**src/rtl/icache_fill_ctrl_if.sv**
```systemverilog
// Bus bundle for icache_fill_ctrl: req/ack read port to external word memory plus the
// instruction-cache write port. The controller uses the master modport.
interface icache_fill_ctrl_if #(
  parameter int unsigned ADDR_W = 5
) ();
  logic              mem_req;
  logic [31:0]       mem_addr;
  logic              mem_ack;
  logic [31:0]       mem_rdata;
  logic              ic_we;
  logic [ADDR_W-1:0] ic_addr;
  logic [31:0]       ic_wdata;

  modport master (
    output mem_req, mem_addr, ic_we, ic_addr, ic_wdata,
    input  mem_ack, mem_rdata
  );

  modport slave (
    input  mem_req, mem_addr, ic_we, ic_addr, ic_wdata,
    output mem_ack, mem_rdata
  );
endinterface

```
**src/rtl/icache_fill_ctrl.sv**
```systemverilog
// Boot/reload sequencer: copies DEPTH words from external memory into the instruction cache
// and holds the CPU until the copy completes. ICACHE_FILL_TIMEOUT_EN adds a per-word ack timeout.
module icache_fill_ctrl #(
  parameter int unsigned DEPTH     = 32,
  parameter int unsigned ADDR_W    = 5,
  parameter logic [31:0] BASE_ADDR = 32'h0000_0000,
  parameter int unsigned TIMEOUT   = 16
) (
  input  logic               CLOCK_50,
  input  logic               RESET,
  input  logic               start,
  icache_fill_ctrl_if.master bus,
  output logic               cpu_hold,
  output logic               busy,
  output logic               done,
  output logic               err
);

  localparam int unsigned IdxW = ADDR_W + 1;

  typedef enum logic [2:0] {StIdle, StReq, StWrite, StDone, StErr} state_e;

  state_e            state_q, state_d;
  logic [IdxW-1:0]   idx_q, idx_d;
  logic              mem_req_q, mem_req_d;
  logic [31:0]       mem_addr_q, mem_addr_d;
  logic              ic_we_q, ic_we_d;
  logic [ADDR_W-1:0] ic_addr_q, ic_addr_d;
  logic [31:0]       ic_wdata_q, ic_wdata_d;
  logic              cpu_hold_q, cpu_hold_d;
  logic              busy_q, busy_d;
  logic              done_q, done_d;

`ifdef ICACHE_FILL_TIMEOUT_EN
  localparam int unsigned TW = $clog2(TIMEOUT + 1);
  logic [TW-1:0] wait_q, wait_d;
  logic          err_q, err_d;
`else
  logic unused_timeout;
  assign unused_timeout = ^TIMEOUT;
`endif

  always_comb begin
    state_d    = state_q;
    idx_d      = idx_q;
    mem_addr_d = mem_addr_q;
    ic_addr_d  = ic_addr_q;
    ic_wdata_d = ic_wdata_q;

    unique case (state_q)
      StIdle, StDone, StErr: begin
        if (start) begin
          idx_d   = '0;
          state_d = StReq;
        end
      end
      StReq: begin
        if (bus.mem_ack) begin
          ic_wdata_d = bus.mem_rdata;
          ic_addr_d  = idx_q[ADDR_W-1:0];
          state_d    = StWrite;
        end
`ifdef ICACHE_FILL_TIMEOUT_EN
        // Ack on the final allowed cycle wins over the timeout.
        else if (wait_q == TW'(TIMEOUT - 1)) begin
          state_d = StErr;
        end
`endif
      end
      StWrite: begin
        idx_d   = idx_q + IdxW'(1);
        state_d = (idx_d == IdxW'(DEPTH)) ? StDone : StReq;
      end
      default: state_d = StIdle;
    endcase

    // Address is computed once on REQ entry so it stays stable through wait states.
    if (state_d == StReq && state_q != StReq) begin
      mem_addr_d = BASE_ADDR + (32'(idx_d) << 2);
    end

    mem_req_d  = (state_d == StReq);
    ic_we_d    = (state_d == StWrite);
    busy_d     = (state_d == StReq) || (state_d == StWrite);
    done_d     = (state_d == StDone);
    cpu_hold_d = (state_d != StDone);

`ifdef ICACHE_FILL_TIMEOUT_EN
    wait_d = (state_q == StReq && state_d == StReq) ? wait_q + TW'(1) : '0;
    err_d  = (state_d == StErr);
`endif
  end

  always_ff @(posedge CLOCK_50) begin
    if (RESET) begin
      state_q    <= StIdle;
      idx_q      <= '0;
      mem_req_q  <= 1'b0;
      mem_addr_q <= BASE_ADDR;
      ic_we_q    <= 1'b0;
      ic_addr_q  <= '0;
      ic_wdata_q <= '0;
      cpu_hold_q <= 1'b1;
      busy_q     <= 1'b0;
      done_q     <= 1'b0;
    end else begin
      state_q    <= state_d;
      idx_q      <= idx_d;
      mem_req_q  <= mem_req_d;
      mem_addr_q <= mem_addr_d;
      ic_we_q    <= ic_we_d;
      ic_addr_q  <= ic_addr_d;
      ic_wdata_q <= ic_wdata_d;
      cpu_hold_q <= cpu_hold_d;
      busy_q     <= busy_d;
      done_q     <= done_d;
    end
  end

`ifdef ICACHE_FILL_TIMEOUT_EN
  always_ff @(posedge CLOCK_50) begin
    if (RESET) begin
      wait_q <= '0;
      err_q  <= 1'b0;
    end else begin
      wait_q <= wait_d;
      err_q  <= err_d;
    end
  end

  assign err = err_q;
`else
  assign err = 1'b0;
`endif

  assign bus.mem_req  = mem_req_q;
  assign bus.mem_addr = mem_addr_q;
  assign bus.ic_we    = ic_we_q;
  assign bus.ic_addr  = ic_addr_q;
  assign bus.ic_wdata = ic_wdata_q;
  assign cpu_hold     = cpu_hold_q;
  assign busy         = busy_q;
  assign done         = done_q;

endmodule

```
**src/flat_wrapper.sv**
```systemverilog
// flat-port wrapper written by rule: the top's interface ports become plain ports
module icache_fill_ctrl_flat 
#(
  parameter int unsigned DEPTH     = 32,
  parameter int unsigned ADDR_W    = 5,
  parameter logic [31:0] BASE_ADDR = 32'h0000_0000,
  parameter int unsigned TIMEOUT   = 16
)
  (CLOCK_50, RESET, start, cpu_hold, busy, done, err, bus_mem_req, bus_mem_addr, bus_ic_we, bus_ic_addr, bus_ic_wdata, bus_mem_ack, bus_mem_rdata);
  icache_fill_ctrl_if #(.ADDR_W(ADDR_W)) bus_i ();
  input  logic CLOCK_50;
  input  logic RESET;
  input  logic start;
  output logic cpu_hold;
  output logic busy;
  output logic done;
  output logic err;
  output wire logic [$bits(bus_i.mem_req)-1:0] bus_mem_req;
  output wire logic [$bits(bus_i.mem_addr)-1:0] bus_mem_addr;
  output wire logic [$bits(bus_i.ic_we)-1:0] bus_ic_we;
  output wire logic [$bits(bus_i.ic_addr)-1:0] bus_ic_addr;
  output wire logic [$bits(bus_i.ic_wdata)-1:0] bus_ic_wdata;
  input wire logic [$bits(bus_i.mem_ack)-1:0] bus_mem_ack;
  input wire logic [$bits(bus_i.mem_rdata)-1:0] bus_mem_rdata;
  assign bus_mem_req = bus_i.mem_req;
  assign bus_mem_addr = bus_i.mem_addr;
  assign bus_ic_we = bus_i.ic_we;
  assign bus_ic_addr = bus_i.ic_addr;
  assign bus_ic_wdata = bus_i.ic_wdata;
  assign bus_i.mem_ack = bus_mem_ack;
  assign bus_i.mem_rdata = bus_mem_rdata;
  icache_fill_ctrl #(.DEPTH(DEPTH), .ADDR_W(ADDR_W), .BASE_ADDR(BASE_ADDR), .TIMEOUT(TIMEOUT)) u_core (.CLOCK_50(CLOCK_50), .RESET(RESET), .start(start), .bus(bus_i), .cpu_hold(cpu_hold), .busy(busy), .done(done), .err(err));
endmodule
```
**config.mk**
```make
export PLATFORM = sky130hd
export DESIGN_NAME = icache_fill_ctrl_flat
export DESIGN_NICKNAME = d
export VERILOG_FILES = /design/src/rtl/icache_fill_ctrl_if.sv /design/src/rtl/icache_fill_ctrl.sv /design/src/flat_wrapper.sv
export SDC_FILE = /design/constraint.sdc
export NUM_CORES = 1
export LEC_CHECK = 0
export BUFFER_PORTS_ARGS = -buffer_cell sky130_fd_sc_hd__buf_4
export CAP_MARGIN = 20
export CELL_PAD_IN_SITES_DETAIL_PLACEMENT = 1
export CELL_PAD_IN_SITES_GLOBAL_PLACEMENT = 1
export CORE_MARGIN = 8
export CORE_UTILIZATION = 29
export CTS_CLUSTER_DIAMETER = 50
export DETAILED_ROUTE_END_ITERATION = 10
export GPL_ROUTABILITY_DRIVEN = 1
export HOLD_SLACK_MARGIN = 0.05
export PLACE_DENSITY = 0.78
export SLEW_MARGIN = 20
export SYNTH_ARGS = -nofsm -noshare
export SYNTH_HDL_FRONTEND = slang
export SYNTH_SLANG_ARGS = --single-unit
```
**constraint.sdc**
```tcl
create_clock -name CLOCK_50 -period 1.7 [get_ports CLOCK_50]
set_input_delay 0.17 -clock CLOCK_50 [delete_from_list [all_inputs] [get_ports CLOCK_50]]
set_output_delay 0.17 -clock CLOCK_50 [all_outputs]
set_load 0.005 [all_outputs]
```
# Word-level counts from Yosys, hierarchy flattened

Cells that the tools add are included.

Add/subtract/negate cells: 1
$mul: 0
Divide/modulo/power cells: 0
Magnitude comparators: 0
Equal/unequal tests: 10
Shift operators: 0
Mux-type cells: 6
Bitwise gates (word level): 0
Reduce and logical (&&, ||, !) cells: 5

Operators with widths:

| kind                                                             | count |
|---|---|
| 3-bit by 2-bit == test with 1-bit output (second input constant) | 4 |
| 6-bit one-hot mux with 2 select lines                            | 1 |
| 3-bit one-hot mux with 3 select lines                            | 1 |
| 6-bit by 1-bit adder with 6-bit output (second input constant)   | 1 |
| 3-bit by 1-bit == test with 1-bit output (second input constant) | 2 |
| 6-bit == test (second input constant)                            | 1 |
| 3-bit 2-to-1 mux                                                 | 2 |
| 6-bit 2-to-1 mux                                                 | 1 |
| 3-bit == test (second input constant)                            | 1 |
| 3-bit zero test                                                  | 1 |
| 3-bit by 1-bit != test with 1-bit output (second input constant) | 1 |
| 3-bit by 2-bit != test with 1-bit output (second input constant) | 1 |
| 3-bit OR reduction                                               | 1 |
| 2-bit 2-to-1 mux                                                 | 1 |
| 2-bit AND reduction                                              | 1 |
| 1-bit logical AND                                                | 1 |
| 1-bit logical OR                                                 | 1 |

Register bits: 57
Bits in latches: 0
Bits in writable memories: 0
ROM bits: 0
Output and inout port bits: 75
Word-level logic and storage cells: 32
Memories kept: 0

# Depth between registers and ports, before layout

Word-level depth: 6
Mapped depth: 7
Gate-level depth less buffers: 6

# Worst setup path after synthesis

OpenSTA, ideal clock, no wires.

Kind: register -> register
Start: register u_core.idx_q[3]
End: register u_core.mem_addr_q[2], in the netlist u_core.bus.mem_addr[2]
Setup time: 0.121 ns
Arrival: 1.477 ns
Data required time: 1.579 ns
Slack: 0.102 ns
Cell stages (with the launch flop): 7
Buffers on the path: 1
Clock period less this slack: 1.598 ns
Path through: dfxtp_1 > buf_2 > and3_1 > nand3_2 > xnor2_2 > a21oi_2 > mux2_2

Longest elaborated chain between the ends: 6

Ends and longest elaborated chain:

| element                                  | RTL line                | RTL |
|---|---|---|
| from (decl)                              | icache_fill_ctrl.sv:24  | `logic [IdxW-1:0] idx_q, idx_d;` |
| from (signal assigned)                   | icache_fill_ctrl.sv:108 | `idx_q <= idx_d;` |
| 6-bit by 1-bit adder with 6-bit output   | icache_fill_ctrl.sv:71  | `idx_d = idx_q + IdxW'(1);` |
| 6-bit == test                            | icache_fill_ctrl.sv:72  | `state_d = (idx_d == IdxW'(DEPTH)) ? StDone : StReq;` |
| 2-bit 2-to-1 mux                         | icache_fill_ctrl.sv:72  |  |
| 3-bit one-hot mux with 3 select lines    | icache_fill_ctrl.sv:50  | `unique case (state_q)` |
| 3-bit by 1-bit == test with 1-bit output | icache_fill_ctrl.sv:78  | `if (state_d == StReq && state_q != StReq) begin` |
| 1-bit logical AND                        | icache_fill_ctrl.sv:78  |  |
| to (signal assigned)                     | icache_fill_ctrl.sv:110 | `mem_addr_q <= mem_addr_d;` |
| to (decl)                                | icache_fill_ctrl.sv:26  | `logic [31:0] mem_addr_q, mem_addr_d;` |

Every way passes these cells.
A chain may end at the register's enable or synchronous reset.

# Worst setup path after layout

Start: register u_core.idx_q[2]
End: register u_core.busy_q, in the netlist u_core.busy

Longest elaborated chain between the ends: 6

Ends and longest elaborated chain:

| element                                                                                                     | RTL line                | RTL |
|---|---|---|
| 6-bit by 1-bit adder with 6-bit output (*)                                                                  | icache_fill_ctrl.sv:71  |  |
| 6-bit == test (*)                                                                                           | icache_fill_ctrl.sv:72  |  |
| 2-bit 2-to-1 mux (*)                                                                                        | icache_fill_ctrl.sv:72  |  |
| 3-bit one-hot mux with 3 select lines (*)                                                                   | icache_fill_ctrl.sv:50  |  |
| 3-bit by 1-bit == test with 1-bit output / 3-bit by 2-bit == test with 1-bit output (equally long branches) | icache_fill_ctrl.sv:84  | `busy_d = (state_d == StReq) \|\| (state_d == StWrite);` |
| 1-bit logical OR (*)                                                                                        | icache_fill_ctrl.sv:84  |  |
| to (signal assigned)                                                                                        | icache_fill_ctrl.sv:115 | `busy_q <= busy_d;` |
| to (decl)                                                                                                   | icache_fill_ctrl.sv:31  | `logic busy_q, busy_d;` |

Every way passes the cells marked *; elsewhere a longest branch is shown, timed or not.

==> flow_metrics.tcl <==
set metrics [dict create \
    outcome "finished clean" \
    worst_ep_required_time_ns 1.92 \
    numCtsBuffers 9 \
    ff2ff_path_depth 5 \
    io_buffers 83 \
    ioPinCount 111 \
    p_leak_nw 1.45 \
    viasPerCell 4.48 \
    final_nets 416 \
    ys.warnings.count 0 \
    power_mw 3.39 \
    drt-met1-wl_mm 3.05 \
    fill_cells 1003 \
    worst_hold_path.num_cells 2 \
    async_reset_ff_frac 0 \
    grt_max_degree 38 \
    rr_startpoint "u_core.idx_q[2]" \
    totalWireLength_mm 7.05 \
    wire_per_inst_um 14.4 \
    hold_viol 0 \
    multiInputGateArea_mm2 0.00112 \
    avgSynthCellArea_um2 8.35 \
    crit_type "register to register" \
    synth_edf_count 0 \
    drtPass1Iterations 4 \
    h-tree-depth 3 \
    ant_nets 0 \
    drt_iter0_drc 42 \
    final_cells 489 \
    syn_area_mm2 0.00243 \
    startpoint_type "register" \
    ys_seq_elements 57 \
    drive_gt1_frac 0.344 \
    tritoncts "yes" \
    grt_usage 0.121 \
    grt_setup_unrepaired "true" \
    drc_errors 0 \
    grt_pass1_vias 2262 \
    tightest_slew_ns 0.513 \
    die_area_mm2 0.0116 \
    max_freq_mhz 616 \
    place.gp.congestion 0.798 \
    root_buffer "clkbuf_8" \
    clock_sinks 57 \
    core_mm2 0.00818 \
    utilization 0.416 \
    ys.flop_type "dfxtp_1" \
    slew_viol_final 0 \
    r2r-end "u_core.busy" \
    fp.dieH_um 108 \
    antenna_found_initial 0 \
    grt_pass1_wl_mm 11.3 \
    area_growth_pct 39.9 \
    cts.clk_slew.worst_paths_ns 0.06 \
    met2_length_mm 3.48 \
    globalRouteOverflowTotal 0 \
    whs_ns 0.0655 \
    regArea_mm2 0.00115 \
    cp.arrival_ns 1.84 \
    synth.distinct_cells 42 \
    maxUsedRoutingLayer "met4" \
    hp-class "input pin to register" \
    post-dp-hpwl_mm 5.28 \
    mostFrequentLayoutCells "buf_4, nand2_1, dfxtp_1, a21oi_1, conb_1" \
    r2r_slack_ns 0.08 \
    clock_skew_ns 0.00904 \
    crit_fanout 6 \
    cp-end-kind "register" \
    postSynthCellCount 291 \
    vias 2191 \
    final.period_utilization 0.955 \
    fin_crit_ns 1.62 \
    rows 33 \
    diodes 0 \
    ys_seq_area_frac 0.470 \
    clk-insertion-delay-late_ns 0.33 \
    peakVddDrop_uv 408 \
    cap_violations 0 \
    dp.cells 472 \
    clk_path_buf_depth 2 \
    relSlewSlack 0.649 \
    start_util 0.297 \
    setup_viol 0 \
    hp-start "start" \
    wl_met3_um 436 \
    layout_commonest_cell "buf_4" \
    min_to "u_core.state_q[2]" \
    p_per_area_mw_per_mm2 998 \
    dieWidth_um 108 \
]
==> final cells by class <==
class,instances,share of cell area
Tap cell,105,0.0387
Timing Repair Buffer,95,0.214
Clock buffer,10,0.0376
Clock inverter,6,0.0383
Sequential cell,57,0.338
Inverter,3,0.00331
Multi-Input combinational cell,213,0.330
==> worst max-delay path: stages, from the launching register on <==
cell and delay (ns):
dfxtp_1 0.36, and3_1 0.20, nand3_2 0.11, xnor2_2 0.20, a21oi_2 0.29, mux2_2 0.37
==> per-stage QoR <==
step                setup slack [ns]  area, um^2  setup TNS (ns)
global placement             0.00855        3100               0
CTS                          0.00926        3380               0
finish                        0.0769        3400               0
floorplan                      0.102        2530               0
detailed placement           -0.0364        3100          -0.144
global route                -0.00516        3400        -0.00516
==> repair_timing <==
action,4_1_cts,5_1_grt
gates resized for setup,6,6
endpoints found under the setup margin,6,7
setup buffers,0,1
gates cloned,0,0
endpoints found under the hold margin,0,0
hold buffers,0,0
pin swaps,0,2
==> power by group <==
part	internal [mW]	leakage, nW	switching, mW
clock network	1.12	0.130	0.539
logic	0.164	0.858	0.166
registers	1.38	0.465	0.0273
==> cell families after synthesis <==
group | count (synthesis) | share of synthesized area
adder cells (fa/ha/maj) | 1 | 0.00515
flip-flops | 57 | 0.470
multiplexers | 5 | 0.0232
XOR/XNOR | 2 | 0.0103
other | 1 | 0.00154
buffers and inverters | 47 | 0.116
AND/OR/NAND/NOR | 116 | 0.226
AO/OA/AOI/OAI | 62 | 0.148
==> state kept, by name, summed over array words and instances (netlist names) <==
register / count
u_core.done: 1
u_core.busy: 1
u_core.state_q: 3
u_core.bus.ic_wdata: 32
u_core.bus.ic_we: 1
u_core.cpu_hold: 1
u_core.idx_q: 6
u_core.bus.mem_req: 1
u_core.bus.ic_addr: 5
u_core.bus.mem_addr: 6
==> synth_stat cells, types with 4 or more instances <==
| cell | number | share of area |
|---|---|---|
| nor2_1 | 8 | 0.012 |
| nand2_1 | 75 | 0.12 |
| buf_2 | 4 | 0.0082 |
| a21oi_1 | 43 | 0.089 |
| nor2b_1 | 6 | 0.015 |
| dfxtp_1 | 57 | 0.47 |
| buf_4 | 27 | 0.083 |
| clkbuf_1 | 9 | 0.014 |
| o21ai_0 | 5 | 0.010 |
| mux2_2 | 5 | 0.023 |
| nand2b_1 | 5 | 0.013 |
| buf_1 | 4 | 0.0062 |
==> worst max path at each step <==
stage | from | to | slack (ns) | depth (start not counted)
4_1_cts | u_core.state_q[2] | u_core.bus.mem_addr[3] | 0.009 | 5
2_1_floorplan | u_core.idx_q[3] | u_core.bus.mem_addr[2] | 0.10 | 6
6_report | u_core.idx_q[2] | u_core.busy | 0.08 | 5
3_3_place_gp | u_core.state_q[0] | u_core.cpu_hold | 0.009 | 4
5_1_grt | u_core.idx_q[3] | u_core.busy | -0.005 | 5
3_5_place_dp | u_core.state_q[2] | u_core.bus.mem_addr[3] | -0.04 | 5
==> routing by layer <==
metal | track usage | vias up
met5 | 0 | -
met3 | 0.0341 | 9
met4 | 0.0476 | 0
met2 | 0.211 | 70
li1 | - | 1090
met1 | 0.137 | 1022
(Power assumes the default switching activity.)
